$ cat src/rtl/regfile_dumper_pkg.sv
// Shared definitions for the register-file debug dumper and its downstream formatter.
// Latency: n/a (types and constants only).
// Backpressure: n/a.
package regfile_dumper_pkg;

  // Default geometry of the CPU register file being dumped.
  localparam int NREGS_DEF  = 32;
  localparam int ADDR_W_DEF = 5;
  localparam int DATA_W_DEF = 32;

  // Dumper FSM state encoding.
  typedef enum logic [1:0] {
    S_IDLE = 2'd0,
    S_READ = 2'd1,
    S_SEND = 2'd2,
    S_DONE = 2'd3
  } state_t;

  // Output word layout as packed by the display/UART formatter: {last, addr, data}.
  localparam int WORD_DATA_LSB = 0;
  localparam int WORD_ADDR_LSB = DATA_W_DEF;
  localparam int WORD_LAST_BIT = DATA_W_DEF + ADDR_W_DEF;
  localparam int WORD_W        = DATA_W_DEF + ADDR_W_DEF + 1;

  typedef struct packed {
    logic                  last;
    logic [ADDR_W_DEF-1:0] addr;
    logic [DATA_W_DEF-1:0] data;
  } dump_word_t;

endpackage

$ cat src/rtl/regfile_dumper.sv
// Walks the register-file debug read port (all registers or one) and streams {addr, data} words.
// Latency: start in cycle t -> READ in t+1 -> out_valid from t+2; one word per 2 cycles at full rate.
// Backpressure: out_* held stable while out_valid=1 and out_ready=0; ptr advances only on transfer.
//
// Ports:
//   clk, rst_n           clock, asynchronous active-low reset
//   start/single/sel_addr dump request, sampled only in IDLE
//   rf_addr/rf_data      combinational register-file read port (rf_addr tracks ptr)
//   out_valid/out_ready  output handshake; out_addr/out_data/out_last form the word
//   busy                 high whenever not IDLE
//   done                 one-cycle pulse in the cycle after the final word is accepted
module regfile_dumper
  import regfile_dumper_pkg::*;
#(
  parameter int NREGS  = NREGS_DEF,
  parameter int ADDR_W = ADDR_W_DEF,
  parameter int DATA_W = DATA_W_DEF
) (
  input  logic              clk,
  input  logic              rst_n,
  input  logic              start,
  input  logic              single,
  input  logic [ADDR_W-1:0] sel_addr,
  output logic [ADDR_W-1:0] rf_addr,
  input  logic [DATA_W-1:0] rf_data,
  output logic              out_valid,
  input  logic              out_ready,
  output logic [ADDR_W-1:0] out_addr,
  output logic [DATA_W-1:0] out_data,
  output logic              out_last,
  output logic              busy,
  output logic              done
);

  localparam logic [ADDR_W-1:0] LAST_ADDR = ADDR_W'(NREGS - 1);

  state_t              r_state;
  state_t              w_state_nxt;
  logic [ADDR_W-1:0]   r_ptr;
  logic [ADDR_W-1:0]   r_end_addr;
  logic                r_out_valid;
  logic [ADDR_W-1:0]   r_out_addr;
  logic [DATA_W-1:0]   r_out_data;
  logic                r_out_last;
  logic                w_xfer;

  assign w_xfer = r_out_valid & out_ready;

  // State register.
  always_ff @(posedge clk or negedge rst_n) begin
    if (!rst_n) begin
      r_state <= S_IDLE;
    end else begin
      r_state <= w_state_nxt;
    end
  end

  // Next-state logic.
  always_comb begin
    w_state_nxt = r_state;
    case (r_state)
      S_IDLE:  if (start) w_state_nxt = S_READ;
      S_READ:  w_state_nxt = S_SEND;
      S_SEND:  if (w_xfer) w_state_nxt = r_out_last ? S_DONE : S_READ;
      S_DONE:  w_state_nxt = S_IDLE;
      default: w_state_nxt = S_IDLE;
    endcase
  end

  // Pointer, end address and output holding register.
  always_ff @(posedge clk or negedge rst_n) begin
    if (!rst_n) begin
      r_ptr       <= '0;
      r_end_addr  <= '0;
      r_out_valid <= 1'b0;
      r_out_addr  <= '0;
      r_out_data  <= '0;
      r_out_last  <= 1'b0;
    end else begin
      case (r_state)
        S_IDLE: begin
          if (start) begin
            r_ptr      <= single ? sel_addr : '0;
            r_end_addr <= single ? sel_addr : LAST_ADDR;
          end
        end
        S_READ: begin
          // rf_data is combinational for rf_addr (= ptr) in this same cycle.
          r_out_data  <= rf_data;
          r_out_addr  <= r_ptr;
          r_out_last  <= (r_ptr == r_end_addr);
          r_out_valid <= 1'b1;
        end
        S_SEND: begin
          if (w_xfer) begin
            r_out_valid <= 1'b0;
            // No increment past the final word, so ptr never wraps.
            if (!r_out_last) r_ptr <= r_ptr + 1'b1;
          end
        end
        default: ;
      endcase
    end
  end

  assign rf_addr   = r_ptr;
  assign out_valid = r_out_valid;
  assign out_addr  = r_out_addr;
  assign out_data  = r_out_data;
  assign out_last  = r_out_last;
  assign busy      = (r_state != S_IDLE);
  assign done      = (r_state == S_DONE);

endmodule

$ cat config.mk
export PLATFORM = sky130hd
export DESIGN_NAME = regfile_dumper
export DESIGN_NICKNAME = d
export VERILOG_FILES = /design/src/rtl/regfile_dumper_pkg.sv /design/src/rtl/regfile_dumper.sv
export SDC_FILE = /design/constraint.sdc
export NUM_CORES = 1
export LEC_CHECK = 0
export ABC_AREA = 1
export BUFFER_PORTS_ARGS = -buffer_cell sky130_fd_sc_hd__buf_2
export CORE_MARGIN = 2
export CORE_UTILIZATION = 48
export CTS_CLUSTER_SIZE = 28
export DETAILED_ROUTE_END_ITERATION = 8
export PLACE_DENSITY = 0.82
export SYNTH_ARGS = -nofsm -noshare
export SYNTH_HDL_FRONTEND = slang
export SYNTH_SLANG_ARGS = --single-unit
$ cat constraint.sdc
create_clock -name clk -period 1.8 [get_ports clk]
set_input_delay 0.36 -clock clk [delete_from_list [all_inputs] [get_ports clk]]
set_output_delay 0.36 -clock clk [all_outputs]
set_load 0.1 [all_outputs]
# Word level (Yosys, flattened, before mapping)
# Index checks and enable logic that the tools add are counted.
# W data, S select, Z words.
dict set report op_classes {
  mux 12
  eq_ne 7
  n_reduce_logical 8
  bitwise_logic 1
  n_addsub 1
}
# operator count
set op_table {}
lappend op_table {{$mux W5} 5}
lappend op_table {{$pmux W5 S2} 1}
lappend op_table {{$pmux W2 S4} 1}
lappend op_table {{$mux W2} 3}
lappend op_table {{$ne A2 B2 Y1 const B} 3}
lappend op_table {{$reduce_and A2 Y1} 3}
lappend op_table {{$reduce_bool A2 Y1} 3}
lappend op_table {{$add A5 B1 Y5 const B} 1}
lappend op_table {{$eq A5 B5 Y1} 1}
lappend op_table {{$eq A2 B2 Y1 const B} 2}
lappend op_table {{$reduce_and A4 Y1} 1}
lappend op_table {{$eq A2 B1 Y1 const B} 1}
lappend op_table {{$logic_not A2 Y1} 1}
lappend op_table {{$pmux W1 S2} 1}
lappend op_table {{$and A1 B1 Y1} 1}
lappend op_table {{$mux W1} 1}
dict set report totals {
  reg_bits 51
  elab_cells 36
  inputBits 42
  output_inout_bits 46
}

# Logic depth before layout (Yosys ltp)
# Gate-level depths: netlist (run 1).
dict set report logic_depth {
  ltp_word 4
  depth_mapped 8
  depth_no_buf 8
}

# Least setup slack after synthesis (run 1)
# No wires, ideal clock.
dict set report synth_path {
  path_type {reg-to-reg}
  from {register r_ptr[1], in the netlist rf_addr[1]}
  to {register r_ptr[4], in the netlist rf_addr[4]}
  t_arrival_ns 1.714
  t_required_ns 1.680
  synth_period_minus_slack_ns 1.834
  setup_slack_ns -0.034
  path_buffers 0
  stages_incl_launch_ff 9
  setup_ns 0.120
  path_cell_list {dfrtp_1 > ha_1 > nand3_1 > nand2_1 > nand2_1 > nand2_1 > nand2_1 > nand2_1 > nand2_1}
}
dict set report synth_via {
  elab_chain_len 4
}
# element line
set synth_lines {}
lappend synth_lines {{start: declaration} regfile_dumper.sv:39} ;# logic [ADDR_W-1:0] r_ptr;
lappend synth_lines {{start signal: assignment} regfile_dumper.sv:83} ;# r_ptr <= single ? sel_addr : '0;
lappend synth_lines {{start signal: assignment} regfile_dumper.sv:98} ;# if (!r_out_last) r_ptr <= r_ptr + 1'b1;
lappend synth_lines {{$add A5 B1 Y5} regfile_dumper.sv:98}
lappend synth_lines {{$mux W5} regfile_dumper.sv:98}
lappend synth_lines {{$mux W5} regfile_dumper.sv:95} ;# if (w_xfer) begin
lappend synth_lines {{$pmux W5 S2} regfile_dumper.sv:80} ;# case (r_state)
# Every way passes these cells. The select of a mux whose other input is x is not followed.
# A chain may end at the register's enable or synchronous reset.

# Worst setup path after layout (run 1)
dict set report layout_path {
  from {register r_state[0]}
  to {output busy}
}
dict set report layout_via {
  elab_chain_len 1
}
# element line
set layout_lines {}
lappend layout_lines {{start: declaration} regfile_dumper.sv:37} ;# state_t r_state;
lappend layout_lines {{start signal: assignment} regfile_dumper.sv:54} ;# r_state <= w_state_nxt;
lappend layout_lines {{$reduce_bool A2 Y1} regfile_dumper.sv:111} ;# assign busy = (r_state != S_IDLE);
lappend layout_lines {{end: declaration} regfile_dumper.sv:31} ;# output logic busy,
# Every way passes these cells.

==> impl_results.md, run 1 <==
* Outcome: completed
* Post-synthesis cell type count at 18
* Syn Inst Count at around 260
* Vias in the first global route at ~1,900
* Synth area leader: dfrtp_1
* WL/cell at approximately 12 µm
* Clock Tree Root: clkbuf_8
* Clk_lat worst skew at just over 0.3 ns
* Most common cell after layout, fill and taps aside: nand2_1
* Crit Path Category: flip-flop to output pin
* First-pass GRT wire length at about 8300 µm
* Crit. End Element: output pin
* Largest net degree at the start of global routing at 35
* WL final at between 4000 and 5000 µm
* CTS tree: yes
* Clk buf depth at 2
* Register area share after synthesis at 58.9%
* Clock skew at 0.00350 ns
* Crit-path max FO at 5
* Initial antenna violation count at 0
* Antenna Violating Nets Remaining at 0
* CTS Sinks at just over 50
* Die area at 5070 µm²
* RSZ-0062 raised after global routing: false
* Initial core utilization at about 50%
* Reg2reg path depth at 6
* Mapped Avg Cell Area at between 8 and 9 µm²
* Total of max-cap violations at 0
* Post-cts resize count at 0
* Global route overflow at 0
* Layout cells sized above 1 at 30.7%
* Final hold vios at 0
* Pre-antenna DRT Iters at 4
* Top sig layer: met4
* PD cells at 692 nW/µm²
* Postcts setup bufs at 0
* Synth Register Bits at roughly 50
* Netlist Area Pre-Place at approximately 2200 µm²
* DP HPWL at 3520 µm
* Ranking of synthesized cells by area: dfrtp_1 (59%), nand2_1 (25%), o21ai_0 (3.9%)
* Final Net Count at between 300 and 400
* Post-Layout Cell Count at between 400 and 500
* Syn_nets at about 310
* Util after Layout at between 60% and 70%
* GRT Resource Usage Total at 20.9%
* Crit. Startpoint: r_state[0]
* Die W at between 70 and 80 µm
* CP Launch Type: flip-flop
* R2R Setup Slk at 0.40 ns
* Core area at 4350 µm²
* Commonest non-fill, non-tap cells in the layout: nand2_1 (142), buf_2 (87), dfrtp_1 (49)
* Placed Cells at between 300 and 400
* Detailed Route Iter0 Violations at approximately 90
* Die height at approximately 71 µm
* PortBufs at a little under 90
* H-tree Lvls at 2
* Post-CTS Hold Fix Bufs at 0
* Hold WC Path Type: input port to asynchronous set/reset pin
* CTS Buf Count at 5
* Clock slew at the register clock pins of the worst setup and hold paths at about 0.09 ns
* Setup total negative slack at 0 ns
* Worst EP required at ~1.4 ns
* CP arrival at 1.34 ns
* Final min period at roughly 1.7 ns
* VDD IR-drop max at ~500 µV
* DRC Markers at 0
* FP Rows at 24
* Ys Warns at 0
* Max Slew Vio Count at 0
* I/O pin count at between 80 and 90
* Static leakage at about 1.5 nW
* RR Startpoint: rf_addr[0]
* Final Cycle Share at between 90% and 100%
* Worst slew margin at just over 60%
* Crit path to: busy
* Worst Tran Pin Value at 0.573 ns
* Met3 WL at 294 µm
* FMAX at roughly 590 MHz
* R2r endpoint: rf_addr[2]
* DR vias at about 1,900
* Met1 WL at between 2000 and 2500 µm
* Final setup violation count at 0
* GPL Wtd Cong at between 0.8 and 0.9
* Layout area overhead at 27.3%
* Vias per cell at 4.71
* Met2 routed WL at roughly 2400 µm
* Number of diodes at 0
* Share of Yosys cell area claimed by the top area cell type at between 50% and 60%
## sequential cells by signal, indices dropped and copies added (netlist names)
name	cells
out_data	32
out_valid	1
out_addr	5
rf_addr	5
r_state	2
r_end_addr	5
out_last	1
## power by group
group / switching (mW) / internal, mW
Sequential: 0 / 1.14
Combinational: 0.0374 / 0.0343
Clock: 0.377 / 0.316
## Yosys cell counts (all sizes together)
master,number
clkbuf,2
o21ai,17
nor3,1
xnor2,1
dfrtp,51
buf,6
nand4,3
or2,1
nand2,145
a21oi,4
inv,19
nor2,9
nand3,4
ha,1
## logic make-up (layout without fill, tap and decap cells)
kind of cell | count (synthesis) | after routing | synth area share, %
xor gates and xnor gates | 1 | 1 | 0.404
and+or+nand+nor | 163 | 163 | 29.7
adders and majority gates | 1 | 1 | 0.578
buffers and inverters | 27 | 118 | 5.03
DFF | 51 | 51 | 58.9
AOI/OAI and AO/OA | 21 | 21 | 5.37
## cell type report
cell class	instances	area, µm²
clock buffers	7	86.3
repair buffers	91	465
inverters	19	71.3
well taps	52	65.1
clock inverters	1	8.76
multi-input cells	186	781
fillers	406	1600
flip-flops and latches	51	1280
## layer usage
| metal | up-vias | track usage (%) |
|---|---|---|
| met4 | 0 | 5.24 |
| met3 | 5 | 6.27 |
| li1 | 983 | - |
| met2 | 55 | 35.4 |
| met5 | - | 0 |
| met1 | 876 | 26.2 |
## per-stage QoR
| step | hold slack (ns) | total power [mW] | worst slack, ns | area [µm²] |
|---|---|---|---|---|
| 3_3_place_gp | 0.375 | 1.24 | 0.460 | 2660 |
| 2_1_floorplan | 0.0644 | 1.17 | 0.0817 | 2170 |
| 4_1_cts | 0.0439 | 1.93 | 0.0818 | 2760 |
| 6_report | 0.0385 | 1.91 | 0.100 | 2760 |
| 3_5_place_dp | 0.379 | 1.24 | 0.430 | 2660 |
| 5_1_grt | 0.0670 | 1.99 | 0.0297 | 2760 |
## worst min path at each step
| stage | start | end | depth (start not counted) |
|---|---|---|---|
| after floorplan | rst_n | out_addr[0] | 0 |
| after global placement | rst_n | r_end_addr[3] | 2 |
| after detailed placement | rst_n | r_end_addr[3] | 2 |
| after CTS | rst_n | r_state[1] | 2 |
| after global routing | rst_n | r_state[1] | 2 |
| final | rst_n | r_end_addr[3] | 2 |
## worst max-delay path, cell delays in order, from the launching register on
cell,delay (ns)
dfrtp_1,0.47
nor2_1,0.10
inv_1,0.06
buf_2,0.41
(Power assumes the default switching activity.)
==> run 2: changes to the inputs <==
--- a/config.mk
+++ b/config.mk
@@ -5,13 +5,12 @@
 export SDC_FILE = /design/constraint.sdc
 export NUM_CORES = 1
 export LEC_CHECK = 0
-export ABC_AREA = 1
 export BUFFER_PORTS_ARGS = -buffer_cell sky130_fd_sc_hd__buf_2
 export CORE_MARGIN = 2
 export CORE_UTILIZATION = 48
 export CTS_CLUSTER_SIZE = 28
 export DETAILED_ROUTE_END_ITERATION = 8
-export PLACE_DENSITY = 0.82
+export PLACE_DENSITY = 0.81
 export SYNTH_ARGS = -nofsm -noshare
 export SYNTH_HDL_FRONTEND = slang
 export SYNTH_SLANG_ARGS = --single-unit
==> run 2 against run 1 <==
Die area rose by 0.72%. Non-clock buffer count rose by 3. Synthesized cell count fell by 9.1%. Register-to-register slack barely moved. First-iteration DRC count fell by 12%. Worst hold slack improved by 0.20 ns. Count of clock-buffer cells in the layout did not move.
==> impl_results.md, run 2 <==
* Outcome: completed
* Ys async rst share at between 90% and 100%
* PortBufs at between 80 and 90
* Ys Warns at 0
* H-tree Lvls at 2
* DRC Markers at 0
* Pre-antenna DRT Iters at 4
* Layout area overhead at 26.9%
* Clock Tree Root: clkbuf_8
* Vias per cell at around 4.7
* Synth area leader: dfrtp_1
* Final Net Count at between 300 and 400
* Count leader, synth: nand2_1
* I/O pin count at a little under 90
* Post-synth top cells: nand2_1 (118), dfrtp_1 (51), nor2_1 (9), a31oi_1 (7)
* FMAX at 602 MHz
* Hold WC Path Type: input port to flip-flop
* Worst slew margin at 66.5%
* Syn_nets at about 280
* CTS Sinks at 51
* Post-synth EDFFs at 0
* Syn Inst Count at 240
* Register area share after synthesis at about three fifths
* GPL Wtd Cong at about 0.9
* Crit-path max FO at 8
* Clk buf depth at 2
* Register Area at 1280 µm²
* RSZ-0062 raised after global routing: false
* Netlist Area Pre-Place at 2180 µm²
* Worst Tran Pin Value at between 0.5 and 0.6 ns
* Most common cell after layout, fill and taps aside: nand2_1
* Ranking of synthesized cells by area: dfrtp_1 (58%), nand2_1 (20%), a31oi_1 (2.0%)
* Die area at a little over 5000 µm²
* CP Cell Sequence: buf_2
* Hold WS at about 0.24 ns
* Commonest non-fill, non-tap cells in the layout: nand2_1 (118), buf_2 (85), dfrtp_1 (49)
* WL/cell at around 12 µm
* Initial core utilization at ~50%
* Final hold vios at 0
* Total of max-cap violations at 0
* Fin area at 2770 µm²
* Core area at roughly 4400 µm²
* Global route overflow at 0
* Final setup violation count at 0
* Detailed Route Iter0 Violations at 78
* Max incr delay on CP at 0.52 ns
* Crit Path Category: flip-flop to output pin
* FILL cells at 383
* Initial antenna violation count at 0
* DR vias at around 1,800
* First-pass GRT wire length at ~7800 µm
* Final Cycle Share at between 90% and 100%
* Area after DPL at about 2700 µm²
* CP top delay family: flip-flops
* Final min period at ~1.7 ns
* Max Slew Vio Count at 0
* Setup total negative slack at 0 ns
* Vias in the first global route at approximately 1,800
* Clk_lat worst skew at about 0.3 ns
* CTS tree: yes
* FP Rows at 24
* CTS Buf Count at 5
* Clock skew at between 0.003 and 0.004 ns
* Largest net degree at the start of global routing at 37
* Clock slew at the register clock pins of the worst setup and hold paths at 0.09 ns
* Multi-input logic area at around 800 µm²
* Synth Register Bits at 51
* Top FF cell, synth: dfrtp_1
* Mapped Avg Cell Area at a little over 9 µm²
* Crit. End Element: output pin
* DP HPWL at 3530 µm
* GRT Resource Usage Total at 19.4%
* Share of Yosys cell area claimed by the top area cell type at 58.5%
* Die W at slightly above 70 µm
* Max FFs per register at 32
* Slowest cell on the critical path: dfrtp_1
* CP Launch Type: flip-flop
* CP arrival at roughly 1.3 ns
* Worst EP required at ~1.4 ns
* Die height at ~71 µm
* WP buf/inv at 1
* Layout cells sized above 1 at 33.2%
* Post-synthesis cell type count at 34
* Number of diodes at 0
* Antenna Violating Nets Remaining at 0
* WL final at approximately 4700 µm
run 2: area by class of cell:
class                           instances  share of cell area, %
Clock inverter                          1                  0.181
Multi-Input combinational cell        170                   29.1
Sequential cell                        51                   46.2
Timing Repair Buffer                   94                   18.3
Inverter                                8                   1.08
Clock buffer                            7                   2.76
Tap cell                               52                   2.35
run 2: cells by family after synthesis:
kind of cell               after synthesis  share of synthesized area (%)
AOI/OAI and AO/OA                       23                           7.68
xor gates and xnor gates                 5                           2.01
adders and majority gates                1                          0.573
buffers and inverters                   19                           4.64
DFF                                     51                           58.5
muxes                                    2                          0.917
and+or+nand+nor                        139                           25.7
run 2: final timing paths:
kind	start	to	slack [ns]	cells past startpoint
min in group asynchronous	rst_n	out_addr[3]	0.52	2
worst min register to register	out_addr[1]	out_addr[1]	0.47	2
worst max-delay path	rf_addr[2]	rf_addr[2]	0.14	1
max in group asynchronous	rst_n	out_data[6]	0.65	3
worst min-delay path	rf_data[20]	out_data[20]	0.24	3
worst max register to register	out_last	rf_addr[3]	0.40	4
run 2: what timing repair did:
item,4_1_cts,5_1_grt
setup endpoints to repair,0,1
hold endpoints to repair,17,0
hold buffers,1,0
resized for setup,0,1
buffers inserted,0,0
run 2: layer usage:
layer / vias up / GRT usage (%) / wire, µm
met3: 4 / 3.66 / 285
li1: 942 / - / -
met2: 65 / 31.6 / 2270
met4: 0 / 7.76 / 35
met5: - / 0 / 0
met1: 805 / 25.8 / 2100
run 2: through the flow:
step	utilization, %	cells	setup slack [ns]
2_1_floorplan	-	240	0.00343
3_3_place_gp	61.5	374	0.408
3_5_place_dp	61.5	374	0.382
4_1_cts	63.6	383	0.0554
5_1_grt	63.6	383	0.0907
6_report	63.6	383	0.138
Power of run 2 is not shown: default switching activity piles up to over one toggle a cycle in this logic, so the estimate is an artifact.
==> run 3: changes to the inputs <==
--- a/config.mk
+++ b/config.mk
@@ -10,6 +10,7 @@
 export CORE_UTILIZATION = 48
 export CTS_CLUSTER_SIZE = 28
 export DETAILED_ROUTE_END_ITERATION = 8
+export MAX_ROUTING_LAYER = met4
 export PLACE_DENSITY = 0.81
 export SYNTH_ARGS = -nofsm -noshare
 export SYNTH_HDL_FRONTEND = slang
==> run 3 against run 2 <==
Sequential share of layout area stayed put. First-iteration DRC count decreased by 5.1%. Via count is 0.44% higher. Worst hold slack lost 0.00084 ns. Maximum frequency about the same. Flip-flop and latch count unchanged. Critical path type unchanged.
==> impl_results.md, run 3 (synthesis results as in run 2) <==
* Outcome: completed
* DRC Markers at 0
* FP Rows at 24
* Antenna Violating Nets Remaining at 0
* Vias in the first global route at roughly 1,800
* Detailed Route Iter0 Violations at 74
* I/O pin count at between 80 and 90
* Reg2reg path depth at 4
* Max incr delay on CP at about 0.52 ns
* Clock Tree Root: clkbuf_8
* Final min period at ~1.7 ns
* WL final at approximately 4700 µm
* Postcts setup bufs at 0
* Initial core utilization at around half
* DP HPWL at 3530 µm
* Crit Path Category: flip-flop to output pin
* H-tree Lvls at 2
* Worst slew margin at about two thirds
* Hold Crit Start: rf_data[20]
* Max Slew Vio Count at 0
* CP Launch Type: flip-flop
* CTS Sinks at 51
* R2R Setup Slk at about 0.39 ns
* R2r endpoint: rf_addr[3]
* CTS Buf Count at 5
* Die area at roughly 5000 µm²
* Final Cycle Share at between 90 and 100%
* Die height at between 70 and 80 µm
* Largest net degree at the start of global routing at 37
* Layout cells sized above 1 at 33.2%
* Final hold vios at 0
* DR vias at roughly 1,800
* Global route overflow at 0
* Number of diodes at 0
* Initial antenna violation count at 0
* First-pass GRT wire length at between 7000 and 8000 µm
* CTS tree: yes
* WP buf/inv at 1
* FMAX at ~600 MHz
* GRT Resource Usage Total at between 10% and 20%
* Hold Path End: out_data[20]
* Worst Hold Depth at 3
* Final setup violation count at 0
* GPL Wtd Cong at roughly 0.9
* Setup total negative slack at 0 ns
* Crit-path max FO at 8
* CP arrival at approximately 1.3 ns
* Pre-antenna DRT Iters at 4
* Core area at approximately 4400 µm²
* Hold WC Path Type: input port to flip-flop
* CP Cell Sequence: buf_2
* Total of max-cap violations at 0
* Commonest non-fill, non-tap cells in the layout: nand2_1 (118), buf_2 (85), dfrtp_1 (49)
* Die W at about 71 µm
* Max FFs per register at 32
* Clk buf depth at 2
* CP top delay family: flip-flops
* Clock slew at the register clock pins of the worst setup and hold paths at approximately 0.09 ns
* PortBufs at just under 90
* Worst Tran Pin Value at between 0.5 and 0.6 ns
* RR Startpoint: out_last
* Final Net Count at around 370
* Clk_lat worst skew at approximately 0.3 ns
* Crit. End Element: output pin
* WL/cell at 12.3 µm
* Layout area overhead at 26.9%
* Slowest cell on the critical path: dfrtp_1
* Clock skew at between 0.004 and 0.005 ns
* Most common cell after layout, fill and taps aside: nand2_1
* RSZ-0062 raised after global routing: false
* Vias per cell at ~4.8
* Worst EP required at 1.44 ns
[run 3: cell counts in the layout (fill, tap and decap cells not counted)]
No cell type changed its count.
[run 3: how the worst max path moves through the flow]
stage	start	to	slack (ns)	cells after the start
after floorplan	rf_addr[0]	rf_addr[4]	0.003	4
after global placement	r_state[1]	busy	0.41	3
after global routing	r_state[1]	busy	0.09	3
final	rf_addr[2]	rf_addr[2]	0.14	1
after detailed placement	r_state[1]	busy	0.38	3
after CTS	r_state[1]	busy	0.06	3
[run 3: area by class of cell]
type | instances | area [µm²]
flip-flops and latches | 51 | 1280
multi-input cells | 170 | 807
inverters | 8 | 30.0
clock buffers | 7 | 76.3
repair buffers | 94 | 508
clock inverters | 1 | 5.00
fillers | 383 | 1580
well taps | 52 | 65.1
[run 3: routing by layer]
| metal | global-route usage [%] | up-vias | share of wire, % | routed length, µm |
|---|---|---|---|---|
| met4 | 7.76 | 0 | 1.3 | 62 |
| met5 | - | - | 0 | 0 |
| met2 | 31.7 | 67 | 49 | 2290 |
| met3 | 3.66 | 8 | 6.0 | 282 |
| met1 | 25.7 | 808 | 44 | 2060 |
| li1 | - | 941 | - | - |
[run 3: metrics by stage]
| step | setup WS [ns] | hold slack [ns] | area, µm² | utilization, % | cells |
|---|---|---|---|---|---|
| finish | 0.138 | 0.242 | 2770 | 63.6 | 383 |
| floorplan | 0.00343 | 0.0644 | 2190 | - | 240 |
| global placement | 0.408 | 0.321 | 2680 | 61.5 | 374 |
| detailed placement | 0.382 | 0.320 | 2680 | 61.5 | 374 |
| global route | 0.0912 | 0.249 | 2770 | 63.6 | 383 |
| CTS | 0.0554 | 0.236 | 2770 | 63.6 | 383 |
[run 3: worst reg2reg max path, stage by stage (launching register included)]
cell	delay [ns]
dfrtp_2	0.42
and3b_1	0.31
and2b_1	0.25
a211oi_2	0.10
a311oi_2	0.24
[run 3: repair_timing]
action	in CTS	in global routing
endpoints found under the setup margin	0	1
resized for setup	0	1
hold buffers	1	0
hold endpoints to repair	17	0
Power of run 3 is left out for the same reason.
